## src/rtl/cordic_pkg.sv

```systemverilog
// cordic_pkg: shared angle type, arctangent table, quadrant angles, FSM states and gain shifts for the CORDIC blocks
package cordic_pkg;
    localparam int ANGLE_W = 16;
    typedef logic signed [ANGLE_W-1:0] angle_t;
    localparam angle_t ATAN_DEG_Q7 [16] = '{
        16'sd5760, 16'sd3400, 16'sd1797, 16'sd912, 16'sd458, 16'sd229, 16'sd115, 16'sd57,
        16'sd29, 16'sd14, 16'sd7, 16'sd4, 16'sd2, 16'sd1, 16'sd0, 16'sd0
    };
    localparam angle_t ANG_P90 = 16'sd11520;
    localparam angle_t ANG_N90 = -16'sd11520;
    localparam angle_t ANG_180 = 16'sd23040;
    typedef enum logic [2:0] {IDLE, PRE, ITER, GAIN, DONE} state_t;
    // K ~= 2^-1 + 2^-3 - 2^-6 - 2^-9 - 2^-13
    localparam int GAIN_SH [5] = '{1, 3, 6, 9, 13};
endpackage

```

## src/rtl/cordic_vec_stage.sv

```systemverilog
// cordic_vec_stage: one combinational vectoring micro-rotation that steers y toward zero
module cordic_vec_stage #(
    parameter int XW = 18,
    parameter int AW = 16
) (
    input  logic signed [XW-1:0] x,
    input  logic signed [XW-1:0] y,
    input  logic signed [AW-1:0] z,
    input  logic [4:0]           i,
    input  logic signed [AW-1:0] atan_i,
    output logic signed [XW-1:0] x_n,
    output logic signed [XW-1:0] y_n,
    output logic signed [AW-1:0] z_n
);
    logic neg;
    always_comb begin
        neg = y[XW-1];
        x_n = neg ? x - (y >>> i) : x + (y >>> i);
        y_n = neg ? y + (x >>> i) : y - (x >>> i);
        z_n = neg ? z - atan_i : z + atan_i;
    end
endmodule

```

## src/rtl/cordic_vectoring.sv

```systemverilog
// cordic_vectoring: iterative CORDIC vectoring engine returning atan2(y,x) in Q9.7 degrees and magnitude.
// Define CORDIC_GAIN_COMP_EN to scale the magnitude by K in an extra GAIN cycle.
module cordic_vectoring
    import cordic_pkg::*;
#(
    parameter int WIDTH      = 16,
    parameter int ITERATIONS = 16,
    parameter int ANG_W      = 16
) (
    input  logic             clk,
    input  logic             rst_n,
    input  logic             in_valid,
    output logic             in_ready,
    input  logic [WIDTH-1:0] x_in,
    input  logic [WIDTH-1:0] y_in,
    output logic             out_valid,
    input  logic             out_ready,
    output logic [ANG_W-1:0] angle_out,
    output logic [WIDTH+1:0] mag_out
);
    localparam int XW = WIDTH + 2;
    localparam int CW = $clog2(ITERATIONS);
`ifdef CORDIC_GAIN_COMP_EN
    localparam state_t AFTER_ITER = GAIN;
`else
    localparam state_t AFTER_ITER = DONE;
`endif
    state_t state, state_n;
    logic signed [XW-1:0] x, y, xs, ys, fx;
    logic signed [ANG_W-1:0] z, zs, fz, atan_i, a180, ang;
    logic [CW-1:0] i;
    logic zero, last, fin;

    assign atan_i = ANG_W'(ATAN_DEG_Q7[4'(i)]);
    assign last   = i == CW'(ITERATIONS - 1);
    assign a180   = ANG_W'(ANG_180);

    cordic_vec_stage #(.XW(XW), .AW(ANG_W)) u_stage (
        .x(x), .y(y), .z(z), .i(5'(i)), .atan_i(atan_i),
        .x_n(xs), .y_n(ys), .z_n(zs)
    );

`ifdef CORDIC_GAIN_COMP_EN
    assign fx  = (x >>> GAIN_SH[0]) + (x >>> GAIN_SH[1]) - (x >>> GAIN_SH[2])
               - (x >>> GAIN_SH[3]) - (x >>> GAIN_SH[4]);
    assign fz  = z;
    assign fin = state == GAIN;
`else
    assign fx  = xs;
    assign fz  = zs;
    assign fin = state == ITER && last;
`endif
    // fold -180 (and any overshoot below it) onto the positive side
    assign ang = fz <= -a180 ? fz + a180 + a180 : fz;

    always_ff @(posedge clk or negedge rst_n)
        if (!rst_n) state <= IDLE;
        else state <= state_n;

    always_comb begin
        state_n   = state;
        in_ready  = state == IDLE;
        out_valid = state == DONE;
        case (state)
            IDLE:    state_n = in_valid ? PRE : IDLE;
            PRE:     state_n = ITER;
            ITER:    state_n = last ? AFTER_ITER : ITER;
            GAIN:    state_n = DONE;
            DONE:    state_n = out_ready ? IDLE : DONE;
            default: state_n = IDLE;
        endcase
    end

    always_ff @(posedge clk or negedge rst_n)
        if (!rst_n) begin
            x         <= '0;
            y         <= '0;
            z         <= '0;
            i         <= '0;
            zero      <= 1'b0;
            angle_out <= '0;
            mag_out   <= '0;
        end else begin
            case (state)
                IDLE: if (in_valid) begin
                    x <= XW'($signed(x_in));
                    y <= XW'($signed(y_in));
                    i <= '0;
                end
                PRE: begin
                    x    <= x[XW-1] ? (y[XW-1] ? -y : y) : x;
                    y    <= x[XW-1] ? (y[XW-1] ? x : -x) : y;
                    z    <= x[XW-1] ? (y[XW-1] ? ANG_W'(ANG_N90) : ANG_W'(ANG_P90)) : '0;
                    zero <= x == '0 && y == '0;
                end
                ITER: begin
                    x <= xs;
                    y <= ys;
                    z <= zs;
                    i <= i + 1'b1;
                end
                default: ;
            endcase
            if (fin) begin
                angle_out <= zero ? '0 : ang;
                mag_out   <= zero ? '0 : fx;
            end
        end
endmodule

```

## config.mk

```make
export PLATFORM = sky130hd
export DESIGN_NAME = cordic_vectoring
export DESIGN_NICKNAME = d
export VERILOG_FILES = /design/src/rtl/cordic_pkg.sv /design/src/rtl/cordic_vec_stage.sv /design/src/rtl/cordic_vectoring.sv
export SDC_FILE = /design/constraint.sdc
export NUM_CORES = 1
export LEC_CHECK = 0
export CAP_MARGIN = 40
export CORE_ASPECT_RATIO = 0.5
export CORE_UTILIZATION = 40
export CTS_BUF_LIST = sky130_fd_sc_hd__clkbuf_16
export DETAILED_ROUTE_END_ITERATION = 6
export SETUP_SLACK_MARGIN = 0.15
export SYNTH_ARGS = -nofsm -noshare
export SYNTH_HDL_FRONTEND = slang
export SYNTH_HIERARCHICAL = 1
export SYNTH_SLANG_ARGS = --single-unit
```

## constraint.sdc

```tcl
create_clock -name clk -period 11.5 [get_ports clk]
set_clock_uncertainty 0.15 [all_clocks]
set_input_delay 2.3 -clock clk [delete_from_list [all_inputs] [get_ports clk]]
set_output_delay 2.3 -clock clk [all_outputs]
set_load 0.005 [all_outputs]
```

## Word-level counts from Yosys, hierarchy flattened

Memory sizes are Yosys's and may differ from the RTL's.
Cells that the tools add are included.

| storage, ports and cells | value |
|---|---|
| bits in registers | 94 |
| ROM bits | 256 |
| input bits | 36 |
| output and inout bits | 36 |
| logic and storage cells | 69 |
| memories | 1 |

Memory list:

| name | depth | width | rd ports | clocked after memory_dff | write ports | line | text |
|---|---|---|---|---|---|---|---|
| (no name shown) | 16 | 16 | 1 | 0 | 0 | cordic_vectoring.sv:34 | `assign atan_i = ANG_W'(ATAN_DEG_Q7[4'(i)]);` |

| cells by class | value |
|---|---|
| $add $sub $neg | 11 |
| order comparisons | 2 |
| equality and inequality tests | 7 |
| shift operators | 2 |
| multiplexer cells | 25 |
| bitwise logic cells | 1 |
| reductions and logical operators | 11 |

Operators with widths:

| kind | number |
|---|---|
| $mux 18 | 9 |
| $mux 16 | 7 |
| $pmux 18 s3 | 2 |
| $add 18x18->18 | 2 |
| $logic_not 18->1 | 2 |
| $neg 18->18 | 2 |
| $sshr 18x4->18 | 2 |
| $sub 18x18->18 | 2 |
| $add 16x16->16 const B | 2 |
| $pmux 16 s2 | 1 |
| $add 16x16->16 | 1 |
| $le 16x16->1 const B | 1 |
| $sub 16x16->16 | 1 |
| $pmux 3 s5 | 1 |
| $pmux 4 s2 | 1 |
| $eq 3x2->1 const B | 2 |
| $mux 3 | 2 |
| $ge 5x5->1 const B | 1 |
| $not 4->5 | 1 |
| $add 4x1->4 const B | 1 |
| $eq 4x4->1 const B | 1 |
| $mux 4 | 1 |
| $ne 2x2->1 const B | 2 |
| $reduce_and 2->1 | 2 |
| 8 further kinds | 10 |

## Depth between registers and ports, before layout

Gate-level depths: netlist of run 1.

| depth | value |
|---|---|
| depth in word-level cells | 10 |
| gate-level depth with buffers | 27 |
| depth with buffers taken out | 25 |

## By module

The synthesis of run 1 kept the hierarchy.

Modules (own cells, without submodules):

| module | instances | cells each | area each (µm²) |
|---|---|---|---|
| cordic_vec_stage | 1 | 756 | 5,940.7 |
| cordic_vectoring | 1 | 625 | 5,620.4 |

## Worst setup path after synthesis of run 1

OpenSTA, ideal clock, no wires.

| timing path | value |
|---|---|
| path type | register -> register |
| start point | register i[0] |
| end point | register angle_out[11] |
| setup time | 0.121 ns |
| arrival | 4.957 ns |
| required time | 11.229 ns |
| slack | 6.272 ns |
| cell stages (with the launch flop) | 24 |
| path buffers | 1 |
| period minus slack after synthesis | 5.228 ns |
| path through | dfrtp_1 > clkbuf_1 > inv_1 > ha_1 > or3_1 > o211ai_1 > o21ai_0 > inv_1 > ha_1 > nand2b_1 > or4_1 > and2_1 > xnor2_1 > ha_1 > or2_2 > o311ai_0 > nand3b_1 > xnor2_1 > ha_1 > nor4bb_1 > nand3_1 > a21oi_1 > mux2i_1 > a22o_1 |

| on the way | value |
|---|---|
| word-level cells in the longest chain between the ends | 10 |

RTL lines:

| what | line | text |
|---|---|---|
| from (decl) | cordic_vectoring.sv:31 | `logic [CW-1:0] i;` |
| from (signal assigned) | cordic_vectoring.sv:100 | `i <= i + 1'b1;` |
| $not 4->5 (implied by the code) (*) | cordic_vectoring.sv:34 |  |
| $mem_v2 16x16 (*) | n/a |  |
| $mux 16 (implied by the code) (*) (2 in a row) | cordic_vectoring.sv:34 |  |
| net atan_i[0] | cordic_vectoring.sv:30 | `logic signed [ANG_W-1:0] z, zs, fz, atan_i, a180, ang;` |
| $add 16x16->16 or $sub 16x16->16 (tied branches) | cordic_vec_stage.sv:20 | `z_n = neg ? z - atan_i : z + atan_i;` |
| $mux 16 (*) | cordic_vec_stage.sv:20 |  |
| net fz[10] | cordic_vectoring.sv:30 |  |
| $add 16x16->16 (2 in a row) | cordic_vectoring.sv:54 | `assign ang = fz <= -a180 ? fz + a180 + a180 : fz;` |
| $mux 16 (*) | cordic_vectoring.sv:54 |  |
| $mux 16 (*) | cordic_vectoring.sv:105 | `angle_out <= zero ? '0 : ang;` |
| to (signal assigned) | cordic_vectoring.sv:105 |  |
| to (decl) | cordic_vectoring.sv:18 | `output logic [ANG_W-1:0] angle_out,` |

The timed path passes the listed nets; every way through them passes the cells marked *. The select of a mux whose other input is x is not followed.
A chain may end at the register's enable or synchronous reset.

## Worst setup path after layout of run 1

Same ends and word-level chain as after synthesis.

==> results.json, run 1 <==
{
  "num_antenna_cells": 0,
  "cpMostUsedCell": "ha_1",
  "grt_pass1_wl_microns": 58500,
  "reg2reg_from": "i[0]",
  "fin_tns_setup_ns": 0,
  "critPathCaptureType": "register",
  "synth_area_sq_um": 11600,
  "grt_max_degree": 92,
  "max_freq_ghz": 0.155,
  "synth_warnings": 6,
  "fin_area_sq_um": 12800,
  "drt_iter0_markers": 1137,
  "path_buf_inv": 3,
  "area_growth_pct": 10.3,
  "final_antenna_net_count": 0,
  "r2r-end": "angle_out[11]",
  "gp_congestion": 0.889,
  "tightest_slew_ns": 0.911,
  "cts_max_path_buffers": 2,
  "wirelength_microns": 37800,
  "synth_seq_cells": 94,
  "outcome": "completed",
  "path_class": "reg -> reg",
  "path_clk_slew_ns": 0.07,
  "fp.coreArea_sq_um": 28000,
  "num_vias": 11177,
  "wl_per_cell_microns": 21.1,
  "cts_buffers": 9,
  "via_per_inst": 6.24,
  "cp.required_ns": 11.60,
  "dpl_cell_area_sq_um": 12400,
  "cts_sinks": 94,
  "grt_antenna_before_repair": 0,
  "syn_avg_cell_area_sq_um": 8.37,
  "crit_arrival_ns": 6.53,
  "netlist.area_leader.share": 0.203,
  "ys.flop_type": "dfrtp_1",
  "post_cts_buffers": 0,
  "ctsResizeCount": 0,
  "cts_hold_buffers": 0,
  "hold_slack_ns": 0.332,
  "rsz0062_at_grt": "no",
  "synthTopCellsByArea": "dfrtp_1 (20%), ha_1 (6.6%), xnor2_1 (4.9%)",
  "slew_headroom": 0.393,
  "critical_path.startpoint_type": "register",
  "synth_cells": 1381,
  "finalHoldViolCount": 0,
  "rr_worst_depth": 23,
  "yosysMostFrequentCell": "nor2_1",
  "cpMaxStageDelayCell": "buf_4",
  "setup_viol": 0,
  "critPathMaxFanout": 62,
  "synth-seq-area-share": 0.203,
  "clockRootBuffer": "clkbuf_16",
  "critical_path.endpoint": "angle_out[11]",
  "dp_hpwl_microns": 27200,
  "crit_cells": 23,
  "grt_pass1_vias": 10225,
  "die_w_microns": 242,
  "overflow": 0,
  "h-tree-depth": 3,
  "die-area_sq_um": 29600,
  "drt_pre_antenna_iters": 6,
  "cp-startpoint": "i[0]",
  "holdCritPathClass": "reg -> reg",
  "tritoncts": "built",
  "io_buffers": 71,
  "synth_edf_count": 0,
  "critPathMaxStageDelay_ns": 0.66,
  "fin_crit_sh": 0.559,
  "yosysUniqueCellTypes": 105,
  "clock_latency_ns": 0.37,
  "synth_common_cells": "nor2_1 (134), nand2_1 (128), dfrtp_1 (94), a21oi_1 (85), o21ai_0 (67)",
  "drv_cap": 0,
  "slew_violations": 0,
  "grt.total_usage": 0.253,
  "rows": 43,
  "nets": 1505,
  "cp_cell_sequence": "buf_4 > inv_1 > ha_1 > or3_1 > o211ai_1 > o21ai_0 > inv_1 > ha_1 > nand2b_1 > or4_1 > and2_1 > xnor2_1 > ha_1 > or2_2 > o311ai_0 > nand3b_1 > xnor2_1 > ha_1 > nor4bb_1 > nand3_1 > a21oi_1 > mux2i_1 > a22o_1",
  "die_y_microns": 122,
  "layout_min_cycle_time_ns": 6.43,
  "io_pins": 72,
  "initial_utilization": 0.412,
  "cp_top_family": "simple AND/OR/NAND/NOR gates",
  "final_core_util": 0.455,
  "synth_area_leader_cell": "dfrtp_1",
  "drive_gt1_frac": 0.0865,
  "drc": 0,
  "async_reset_ff_frac": 1.00,
  "r2r_slack_ns": 5.07
}
-- layer usage --
layer  global-route usage  wire length (microns)  up-vias
li1                     -                      -     5204
met1                0.351                  17100     5452
met2                0.399                  16800      462
met3               0.0593                   3230       59
met4               0.0605                    705        0
met5                    0                      0        -
-- worst min path at each step --
stage | start | to | slack [ns] | cells after the start
after detailed placement | mag_out[11] | mag_out[11] | 0.33 | 2
final | angle_out[4] | angle_out[4] | 0.33 | 2
after floorplan | z[0] | z[0] | 0.32 | 1
after global routing | angle_out[7] | angle_out[7] | 0.37 | 2
after CTS | mag_out[11] | mag_out[11] | 0.34 | 2
after global placement | mag_out[6] | mag_out[6] | 0.32 | 2
-- worst reg2reg max path, stage by stage, from the launching register on --
cell and delay [ns]:
dfrtp_2 0.38, buf_4 0.66, inv_1 0.20, ha_1 0.33, or3_1 0.36, o211ai_1 0.09, o21ai_0 0.17, inv_1 0.11
ha_1 0.16, nand2b_1 0.08, or4_1 0.46, and2_1 0.20, xnor2_1 0.13, ha_1 0.37, or2_2 0.33, o311ai_0 0.16
nand3b_1 0.16, xnor2_1 0.46, ha_1 0.26, nor4bb_1 0.24, nand3_1 0.17, a21oi_1 0.36, mux2i_1 0.13, a22o_1 0.20
-- cell families after synthesis --
group / after synthesis / share of synthesized area
and+or+nand+nor: 489 / 0.220
AOI/OAI and AO/OA: 420 / 0.247
buffers and inverters: 137 / 0.0663
xor gates and xnor gates: 102 / 0.0773
DFF: 94 / 0.203
muxes: 74 / 0.114
adders and majority gates: 64 / 0.0712
other: 1 / 0.000324
-- final cells by class --
class                      instances  area, sq um
clock buffer                       9          225
multi-input combinational       1156         8480
fill                            2703        15300
clock inverter                     7         78.8
timing repair buffer              94          941
tap                              382          478
inverter                          50          188
sequential                        94         2360
-- stage by stage --
stage | std cells | setup WS, ns
after floorplan | 1387 | 6.27
after detailed placement | 1776 | 5.13
after global placement | 1773 | 5.45
after CTS | 1792 | 5.10
after global routing | 1792 | 4.55
final | 1792 | 5.07
-- state kept, by name, indices dropped and copies added, names as in the netlist --
signal / cells
i: 4
zero: 1
z: 16
state: 3
mag_out: 18
angle_out: 16
y: 18
x: 18
-- cells in the final DEF, fill, tap and decap left out, types with 13 or more instances in the layout --
cell type          n
nand3_1           19
a22o_1            13
a31oi_1           16
o21ai_0           67
a21o_1            13
nor2b_1           16
o21ai_1           34
mux4_2            20
o31ai_1           15
inv_1             47
dfrtp_1           91
ha_1              61
o22ai_1           22
a211oi_1          23
buf_4             21
a21oi_1           85
a221oi_1          19
and3_1            14
clkdlybuf4s50_1   70
mux2i_1           22
nand2_1          127
nand2b_1          41
xnor2_1           65
nor3_1            35
nor2_1           133
nor4_1            15
mux4_1            17
xor2_1            37
Power of run 1 is left out: the tool's default activity adds up to more than one toggle a clock period on the data nets, which glitch-free logic cannot reach.
==> inputs of run 2 (changes only) <==
==> constraint.sdc (replaced) <==
create_clock -name clk -period 6.7 [get_ports clk]
set_clock_uncertainty 0.15 [all_clocks]
set_input_delay 1.34 -clock clk [delete_from_list [all_inputs] [get_ports clk]]
set_output_delay 1.34 -clock clk [all_outputs]
set_load 0.005 [all_outputs]
==> run 2 against run 1 <==
Via count is 0.83% higher. Die area unchanged. Highest routed layer unchanged. Wire length grew 6.5%. Cell area rose by 1.3%. Largest cell class unchanged. Critical path depth stayed put. Sequential share of layout area fell by 0.24 points. Flip-flop and latch count did not move. Non-clock buffer count increased by 21. Utilization rose by 0.59 points. Register-to-register slack got worse by 4.6 ns. Maximum frequency is 3.9% higher.
==> results.json, run 2 (synthesis gave the netlist of run 1 again) <==
{
  "outcome": "completed",
  "cpMaxStageDelayCell": "a2111oi_0",
  "die_y_microns": 122,
  "final_common_cell": "nor2_1",
  "cp_top_family": "compound AO/OA/AOI/OAI gates",
  "drt_iter0_markers": 1354,
  "grt.total_usage": 0.273,
  "wl_per_cell_microns": 22.2,
  "drt_pre_antenna_iters": 5,
  "cts_sinks": 94,
  "gp_congestion": 0.977,
  "final_antenna_net_count": 0,
  "fill_cells": 2706,
  "max_freq_ghz": 0.162,
  "die-area_sq_um": 29600,
  "path_class": "reg -> reg",
  "drc": 0,
  "setup_viol": 0,
  "cp.required_ns": 6.78,
  "nets": 1526,
  "holdCritPathClass": "reg -> reg",
  "critPathMaxStageDelay_ns": 0.81,
  "grt_pass1_wl_microns": 62200,
  "drv_cap": 0,
  "tightest_slew_ns": 0.891,
  "r2r-end": "y[11]",
  "layout_min_cycle_time_ns": 6.19,
  "rsz0062_at_grt": "no",
  "clock_latency_ns": 0.36,
  "critPathMaxFanout": 30,
  "fin_area_sq_um": 12900,
  "slew_headroom": 0.406,
  "cts_max_path_buffers": 2,
  "reg_top3": "mag_out x18, x x18, y x18",
  "grt_pass1_vias": 10589,
  "h-tree-depth": 3,
  "io_pins": 72,
  "tritoncts": "built",
  "path_clk_slew_ns": 0.07,
  "fp.coreArea_sq_um": 28000,
  "initial_utilization": 0.412,
  "cts_hold_buffers": 0,
  "cpMostUsedCell": "a21oi_1",
  "worst_hold_path.endpoint": "angle_out[10]",
  "dpl_cell_area_sq_um": 12600,
  "ctsResizeCount": 0,
  "via_per_inst": 6.22,
  "reg2reg_from": "i[0]",
  "die_w_microns": 242,
  "overflow": 0,
  "final_cell_mix": "nor2_1 (133), nand2_1 (127), dfrtp_1 (91)",
  "clockRootBuffer": "clkbuf_16",
  "num_antenna_cells": 0,
  "wirelength_microns": 40300,
  "min_delay_path_depth": 2,
  "area_growth_pct": 11.7,
  "rows": 43,
  "grt_antenna_before_repair": 0,
  "critical_path.startpoint_type": "register",
  "drive_gt1_frac": 0.101,
  "crit_arrival_ns": 6.27,
  "cp_cell_sequence": "buf_4 > mux4_1 > nand2_1 > a21oi_1 > a221oi_1 > ha_1 > inv_1 > nor2_1 > a21oi_1 > xor2_1 > ha_1 > nor2_1 > o211ai_1 > a2111oi_0 > o31ai_1 > a21o_1 > a21oi_1 > xnor2_1 > nand2_1 > a2bb2oi_1 > o21ai_0 > a211oi_1 > o22ai_1",
  "cts_buffers": 9,
  "r2r_slack_ns": 0.51,
  "post_cts_buffers": 0,
  "finalHoldViolCount": 0,
  "num_vias": 11270,
  "fin_crit_sh": 0.924,
  "grt_max_degree": 62,
  "io_buffers": 71,
  "rr_worst_depth": 23,
  "slew_violations": 0,
  "worstHoldStart": "angle_out[10]",
  "path_buf_inv": 2,
  "dp_hpwl_microns": 29900,
  "critPathCaptureType": "register",
  "fin_tns_setup_ns": 0
}
[run 2: changes by cell type in the layout (fill, tap and decap cells not counted), sizes merged]
cell,before,now
clkinvlp,1,3
inv,52,48
clkinv,3,5
buf,24,45
[run 2: worst max path at each step]
stage	endpoint	slack [ns]	depth (start not counted)	from
final	y[11]	0.51	23	i[0]
after global routing	angle_out[10]	0.25	22	i[1]
after CTS	y[11]	0.75	21	i[0]
after detailed placement	angle_out[11]	0.77	22	i[1]
after global placement	x[16]	0.54	21	i[3]
after floorplan	angle_out[11]	1.47	23	i[0]
[run 2: final cells by class]
| type | instances | area (sq um) | area share |
|---|---|---|---|
| Multi-Input combinational cell | 1156 | 8490 | 0.657 |
| Sequential cell | 94 | 2360 | 0.183 |
| Timing Repair Buffer | 115 | 1110 | 0.0856 |
| Tap cell | 382 | 478 | 0.0370 |
| Clock buffer | 9 | 225 | 0.0174 |
| Inverter | 50 | 188 | 0.0145 |
| Clock inverter | 7 | 75.1 | 0.00581 |
[run 2: worst reg2reg max path: stages, from the launching register on]
cell       delay [ns]
dfrtp_2          0.58
buf_4            0.45
mux4_1           0.67
nand2_1          0.09
a21oi_1          0.12
a221oi_1         0.37
ha_1             0.24
inv_1            0.04
nor2_1           0.20
a21oi_1          0.11
xor2_1           0.18
ha_1             0.23
nor2_1           0.12
o211ai_1         0.16
a2111oi_0        0.81
o31ai_1          0.22
a21o_1           0.23
a21oi_1          0.17
xnor2_1          0.15
nand2_1          0.10
a2bb2oi_1        0.16
o21ai_0          0.09
a211oi_1         0.29
o22ai_1          0.13
[run 2: stage by stage]
stage | utilization | worst slack [ns] | cells | hold WS, ns
final | 0.461 | 0.511 | 1813 | 0.332
after global routing | 0.461 | 0.251 | 1813 | 0.364
after CTS | 0.461 | 0.747 | 1813 | 0.341
after detailed placement | 0.450 | 0.767 | 1797 | 0.326
after global placement | 0.446 | 0.543 | 1790 | 0.316
after floorplan | - | 1.47 | 1387 | 0.316
[run 2: routing by layer]
metal / wire, microns / track usage / vias to the layer above
met5: 0 / 0 / -
li1: - / - / 5244
met4: 714 / 0.0629 / 0
met2: 17200 / 0.415 / 510
met3: 4120 / 0.0829 / 50
met1: 18200 / 0.378 / 5466
Power of run 2 is left out for the same reason.
